==> config.mk <==
export PLATFORM = sky130hd
export DESIGN_NAME = stereo_addsub
export DESIGN_NICKNAME = d
export VERILOG_FILES = /design/src/rtl/stereo_addsub_pkg.sv /design/src/rtl/stereo_addsub_sat.sv /design/src/rtl/stereo_addsub.sv
export SDC_FILE = /design/constraint.sdc
export NUM_CORES = 1
export LEC_CHECK = 0
export CORE_AREA = 3 3 130 132
export CTS_BUF_LIST = sky130_fd_sc_hd__clkbuf_4
export DETAILED_ROUTE_END_ITERATION = 10
export DIE_AREA = 0 0 133 135
export HOLD_SLACK_MARGIN = 0.05
export PLACE_DENSITY = 0.7
export SLEW_MARGIN = 20
export SYNTH_ARGS = -nofsm -noshare
export SYNTH_HDL_FRONTEND = slang
export SYNTH_SLANG_ARGS = --single-unit
==> constraint.sdc <==
create_clock -name clock -period 4.65 [get_ports clock]
set_input_delay 0.93 -clock clock [delete_from_list [all_inputs] [get_ports clock]]
set_output_delay 0.93 -clock clock [all_outputs]
set_load 0.01 [all_outputs]
==> src/rtl/stereo_addsub_pkg.sv <==
// Shared radio package: FSM state type, default sample width and the
// range check used by the add/sub saturation datapath.
package stereo_addsub_pkg;

  localparam int unsigned DEFAULT_DATA_SIZE = 32;
  localparam int unsigned MAX_W             = 64;

  typedef enum logic {READ, WRITE} state_t;

  typedef enum logic [1:0] {SAT_NONE, SAT_HI, SAT_LO} sat_t;

  // Classifies a sign-extended value against the signed range of 'width' bits.
  function automatic sat_t saturate(input logic signed [MAX_W:0] val,
                                    input int unsigned           width);
    logic signed [MAX_W:0] hi;
    logic signed [MAX_W:0] lo;
    hi = (65'sd1 <<< (width - 1)) - 65'sd1;
    lo = -(65'sd1 <<< (width - 1));
    if (val > hi) return SAT_HI;
    if (val < lo) return SAT_LO;
    return SAT_NONE;
  endfunction

endpackage

==> src/rtl/stereo_addsub_sat.sv <==
// Add or subtract two samples at DATA_SIZE+1 bits, arithmetic shift, then
// clamp or wrap back to DATA_SIZE bits; 'clipped' flags an out-of-range result.
module addsub_sat
  import stereo_addsub_pkg::*;
#(
  parameter int DATA_SIZE = DEFAULT_DATA_SIZE,
  parameter int SHIFT     = 0,
  parameter int SATURATE  = 1,
  parameter int SUBTRACT  = 0
) (
  input  logic [DATA_SIZE-1:0] lpr,
  input  logic [DATA_SIZE-1:0] lmr,
  input  logic                 mono,
  output logic [DATA_SIZE-1:0] result,
  output logic                 clipped
);

  logic signed [DATA_SIZE:0] a_x, b_x, sum, shifted;
  logic signed [MAX_W:0]     wide;
  sat_t                      range;

  always_comb begin
    a_x = {lpr[DATA_SIZE-1], lpr};
    b_x = {lmr[DATA_SIZE-1], lmr};
    if (mono)               sum = a_x;
    else if (SUBTRACT != 0) sum = a_x - b_x;
    else                    sum = a_x + b_x;
    shifted = sum >>> SHIFT;
    wide    = {{(MAX_W - DATA_SIZE){shifted[DATA_SIZE]}}, shifted};
    range   = saturate(wide, DATA_SIZE);
    clipped = (range != SAT_NONE);
    result  = shifted[DATA_SIZE-1:0];
    if (SATURATE != 0) begin
      if (range == SAT_HI) result = {1'b0, {(DATA_SIZE - 1){1'b1}}};
      if (range == SAT_LO) result = {1'b1, {(DATA_SIZE - 1){1'b0}}};
    end
  end

endmodule

==> src/rtl/stereo_addsub.sv <==
// Stereo matrix decoder: pops L+R / L-R pairs, writes left/right samples to
// two independent output FIFOs with one-cycle latency and full throughput.
module stereo_addsub
  import stereo_addsub_pkg::*;
#(
  parameter int DATA_SIZE = DEFAULT_DATA_SIZE,
  parameter int SHIFT     = 0,
  parameter int SATURATE  = 1
) (
  input  logic                 clock,
  input  logic                 reset,
  input  logic [DATA_SIZE-1:0] lmr_in_dout,
  input  logic                 lmr_in_empty,
  output logic                 lmr_in_rd_en,
  input  logic [DATA_SIZE-1:0] lpr_in_dout,
  input  logic                 lpr_in_empty,
  output logic                 lpr_in_rd_en,
  output logic [DATA_SIZE-1:0] left_out_din,
  input  logic                 left_out_full,
  output logic                 left_out_wr_en,
  output logic [DATA_SIZE-1:0] right_out_din,
  input  logic                 right_out_full,
  output logic                 right_out_wr_en,
  input  logic                 mono,
  output logic                 sat_flag
);

  state_t               state_q;
  logic [DATA_SIZE-1:0] left_q, right_q;
  logic                 ldone_q, rdone_q, sat_q;

  logic [DATA_SIZE-1:0] left_d, right_d;
  logic                 lclip, rclip;
  logic                 can_read, rd, l_wr, r_wr, l_fin, r_fin;

  addsub_sat #(
    .DATA_SIZE(DATA_SIZE), .SHIFT(SHIFT), .SATURATE(SATURATE), .SUBTRACT(0)
  ) u_left (
    .lpr(lpr_in_dout), .lmr(lmr_in_dout), .mono(mono),
    .result(left_d), .clipped(lclip)
  );

  addsub_sat #(
    .DATA_SIZE(DATA_SIZE), .SHIFT(SHIFT), .SATURATE(SATURATE), .SUBTRACT(1)
  ) u_right (
    .lpr(lpr_in_dout), .lmr(lmr_in_dout), .mono(mono),
    .result(right_d), .clipped(rclip)
  );

  // Handshakes are gated by reset so a pending pair is dropped, never written.
  always_comb begin
    can_read = !lmr_in_empty && !lpr_in_empty;
    l_wr     = !reset && (state_q == WRITE) && !ldone_q && !left_out_full;
    r_wr     = !reset && (state_q == WRITE) && !rdone_q && !right_out_full;
    l_fin    = ldone_q || l_wr;
    r_fin    = rdone_q || r_wr;
    rd       = !reset && can_read &&
               ((state_q == READ) || (l_fin && r_fin));
  end

  assign lmr_in_rd_en    = rd;
  assign lpr_in_rd_en    = rd;
  assign left_out_wr_en  = l_wr;
  assign right_out_wr_en = r_wr;
  assign left_out_din    = l_wr ? left_q  : '0;
  assign right_out_din   = r_wr ? right_q : '0;
  assign sat_flag        = sat_q;

  always_ff @(posedge clock) begin
    if (reset) begin
      state_q <= READ;
      left_q  <= '0;
      right_q <= '0;
      ldone_q <= 1'b0;
      rdone_q <= 1'b0;
      sat_q   <= 1'b0;
    end else if (rd) begin
      state_q <= WRITE;
      left_q  <= left_d;
      right_q <= right_d;
      ldone_q <= 1'b0;
      rdone_q <= 1'b0;
      sat_q   <= sat_q | lclip | rclip;
    end else if (state_q == WRITE) begin
      if (l_wr) ldone_q <= 1'b1;
      if (r_wr) rdone_q <= 1'b1;
      if (l_fin && r_fin) state_q <= READ;
    end
  end

endmodule

==> impl_summary.log <==
INFO  metric postSynthRegisterBits = 68
INFO  metric post-synth-top-area-cell = dfxtp_1
INFO  metric drive_above_1_share = 9.62%
INFO  metric max-cap-violations = 0
INFO  metric worst_ir_drop_on_vdd = 149 uV
INFO  metric holdCritPathClass = flop to flop
INFO  metric dp.cells = 1,312
INFO  metric gr-usage-all-layers = 24.8%
INFO  metric dr.first_iter.drc_count = 709
INFO  metric finalWorstPathRequiredPeriod = 4.33 ns
INFO  metric h_tree_depth = 3
INFO  metric detailed_place_hpwl = 18,000 um
INFO  metric routabilityCongestion = 0.993
INFO  metric setup_viol = 0
INFO  metric boundaryPins = 140
INFO  metric avgSynthCellArea = 7.43 um2
INFO  metric crit_path_top_delay_cell = o41ai_1
INFO  metric start_util = 45.0%
INFO  metric multi_input_comb_area = 0.00525 mm2
INFO  metric number_of_enable_type_register_cells_in_the_synthesized_netlist = 0
INFO  metric post-synth-top-area-fraction = 19.1%
INFO  metric route.detailed.drc = 0
INFO  metric worst_skew_pair.late_latency = 0.45 ns
INFO  metric slew-limit-headroom = 53.7%
INFO  metric grtUsageMet2 = 38.6%
INFO  metric gr-usage-met1 = 36.5%
INFO  metric leakagePower = 4.09 nW
INFO  metric power.switching_fraction = 35.8%
INFO  metric status = completed
INFO  metric final-seq-area = 0.00136 mm2
INFO  metric final-max-slew-violation-count = 0
INFO  metric cp_data_required_time = 4.99 ns
INFO  metric grt_pass1_wl = 36,600 um
INFO  metric first_global_vias = 6,999
INFO  metric antenna_cells_inserted = 0
INFO  metric post_drt_via_cell_ratio = 5.63
INFO  metric setup.worst_path.end_class = flop
INFO  metric combined_area_of_all_synthesized_cells = 0.00712 mm2
INFO  metric ys_top_cells_by_count = 87 x nand2_1, 85 x a21oi_1, 68 x and2_1, 68 x dfxtp_1, 65 x inv_1
INFO  metric setup.worst_path.start_class = primary input
INFO  metric tritoncts = yes
INFO  metric final_cell_count_no_fill = 1,328
INFO  metric post-cts-setup-buffer-count = 0
INFO  metric initial_antenna_violation_count = 0
INFO  metric root_buffer = clkbuf_4
INFO  metric flip_flop_cell_with_the_highest_count_after_synthesis = dfxtp_1
INFO  metric layout-area-overhead-vs-synth = 29.9%
INFO  metric post_synth_num_cell_types = 71
INFO  metric power.share.clock = 27.4%
INFO  metric postSynthCellCount = 958
INFO  metric arrival = 4.67 ns
INFO  metric finalWirelength = 22,700 um
INFO  metric grt_use_met3 = 2.98%
INFO  metric post_cts_resize_count = 0
INFO  metric ys_top_cells_by_area = dfxtp_1 19%, ha_1 11%, a21oi_1 6.0%
INFO  metric die_height = 135 um
INFO  metric cts-root-to-sink-buffers = 2
INFO  metric critical_path_class = primary input to flop
INFO  metric core.rowCount = 46
INFO  metric timing.clock.skew = 0.0276 ns
INFO  metric maximum_number_of_pins_on_one_net_before_global_route_repair = 43
INFO  metric share_seq_of_total_power = 31.0%
INFO  metric path_cells = clkdlybuf4s50_1 > inv_1 > ha_1 > o211ai_1 > a31oi_1 > o41ai_1 > a21oi_1 > o31ai_1 > o21a_1 > or3_1 > a31o_2 > buf_4 > o211ai_1 > a22o_1
INFO  metric fillerInstances = 1,532
INFO  metric power_density = 228 mW/mm2
INFO  metric final_core_util = 58.4%
INFO  metric drtAntennaViolNets = 0
INFO  metric slowest_delay = 0.56 ns
INFO  metric ys_warn_count = 0
INFO  metric detail_route.first_pass.iterations = 5
INFO  metric synth_fp_nets = 1,095
INFO  metric rsz_0062_raised_after_global_routing = false
INFO  metric floorplan.core_area = 0.0158 mm2
INFO  metric min_period_over_period = 93.1%
INFO  metric die_width = 133 um
INFO  metric numPortBuffers = 139
INFO  metric fp.dieArea = 0.0180 mm2
INFO  metric combinationalPowerShare = 41.6%
INFO  metric globalRoute.busiestLayer = met2
INFO  metric vias = 7,472
INFO  metric holdBufCountCts = 0
INFO  metric crit_fanout = 8
INFO  metric cts_made_buffers = 9
INFO  metric most_frequent_cell_on_the_critical_path = o211ai_1
INFO  metric synth_seq_area_share = 19.1%
INFO  metric p_int = 1.35 mW
INFO  metric layout.nets = 1,244
INFO  metric worstMarginPinSlew = 0.677 ns
INFO  metric yosysMostFrequentCell = nand2_1
INFO  metric power_switching = 0.754 mW
INFO  metric cts.sink_count = 68
INFO  metric drt-wirelength-per-cell = 17.1 um
INFO  metric timing_hold_violations_final = 0
INFO  metric postSynth.asyncResetShare = 0%
INFO  metric hold_ws = 0.460 ns
INFO  metric grt.overflow.total = 0
INFO  metric max_freq = 231 MHz
INFO  metric worst_setup_hold_path_clk_slew = 0.12 ns
path summary, 6_finish.rpt:
path	from	to	slack, ns	cells after the start
hold / removal	right_q[31]$_SDFFE_PP0P_	right_q[31]$_SDFFE_PP0P_	0.46	2
hold reg to reg	right_q[31]$_SDFFE_PP0P_	right_q[31]$_SDFFE_PP0P_	0.46	2
setup reg to reg	ldone_q$_SDFFE_PP0P_	left_q[23]$_SDFFE_PP0P_	2.69	8
setup / recovery	lmr_in_dout[2]	right_q[12]$_SDFFE_PP0P_	0.32	14
cells in the final DEF, fill, tap and decap left out, types with 37 or more instances in the layout:
master,Yosys,routed
clkdlybuf4s50_1,0,138
nand2_1,87,87
a21oi_1,85,85
and2_1,68,68
dfxtp_1,68,68
inv_1,65,65
ha_1,64,64
nor2_1,60,59
buf_4,1,56
xnor2_1,46,46
o21ai_0,42,42
a21o_1,37,37
power groups by stage:
stage,clock [mW],combinational [mW],sequential (mW)
after global routing,0.603,0.962,0.658
after CTS,0.582,0.866,0.653
after global placement,0,0.856,0.666
after floorplan,0,0.572,0.654
final,0.578,0.877,0.653
after detailed placement,0,0.861,0.666
registers in the layout, indices dropped and copies added, names as in the netlist:
register and count:
left_q 32, right_q 32, rdone_q 1, ldone_q 1
sat_flag 1, state_q 1
per-stage QoR:
| step | setup TNS, ns | cell area (um2) | total power [mW] | worst slack, ns |
|---|---|---|---|---|
| 6_report | 0 | 9240 | 2.11 | 0.321 |
| 5_1_grt | 0 | 9240 | 2.22 | 0.0609 |
| 4_1_cts | 0 | 9240 | 2.10 | 0.379 |
| 3_5_place_dp | -1.66 | 9030 | 1.53 | -0.106 |
| 3_3_place_gp | -0.00947 | 9030 | 1.52 | -0.00947 |
| 2_1_floorplan | 0 | 7120 | 1.23 | 0.868 |
routing by layer:
layer  routed length [um]  part of all wire (%)
met5                    0                     0
met4                  420                   1.8
met3                 1300                   5.7
met2                 9840                    43
met1                11200                    49
critical path, delay by kind of cell:
kind | cells | cell delay [ns]
adders and majority gates | 1 | 0.40
AOI/OAI and AO/OA | 9 | 2.42
buffers and inverters | 3 | 0.78
and+or+nand+nor | 1 | 0.14
logic make-up (layout without fill, tap and decap cells):
kind of cell / count (synthesis) / count (layout) / synth area share (%)
simple gates: 300 / 300 / 21.2
compound gates: 324 / 324 / 31.5
xor+xnor: 49 / 49 / 6.03
mux: 21 / 21 / 3.01
flops: 68 / 68 / 19.1
fa+ha+maj: 66 / 66 / 11.8
buf+inv: 130 / 284 / 7.30
area by class of cell:
cell class / count / share of cell area (%)
Multi-Input combinational cell: 760 / 56.8
Sequential cell: 68 / 14.7
Clock buffer: 10 / 0.812
Tap cell: 216 / 2.92
Timing Repair Buffer: 199 / 20.4
Inverter: 69 / 2.80
Clock inverter: 6 / 1.48
Note: power is estimated with default switching activity, not from simulation.
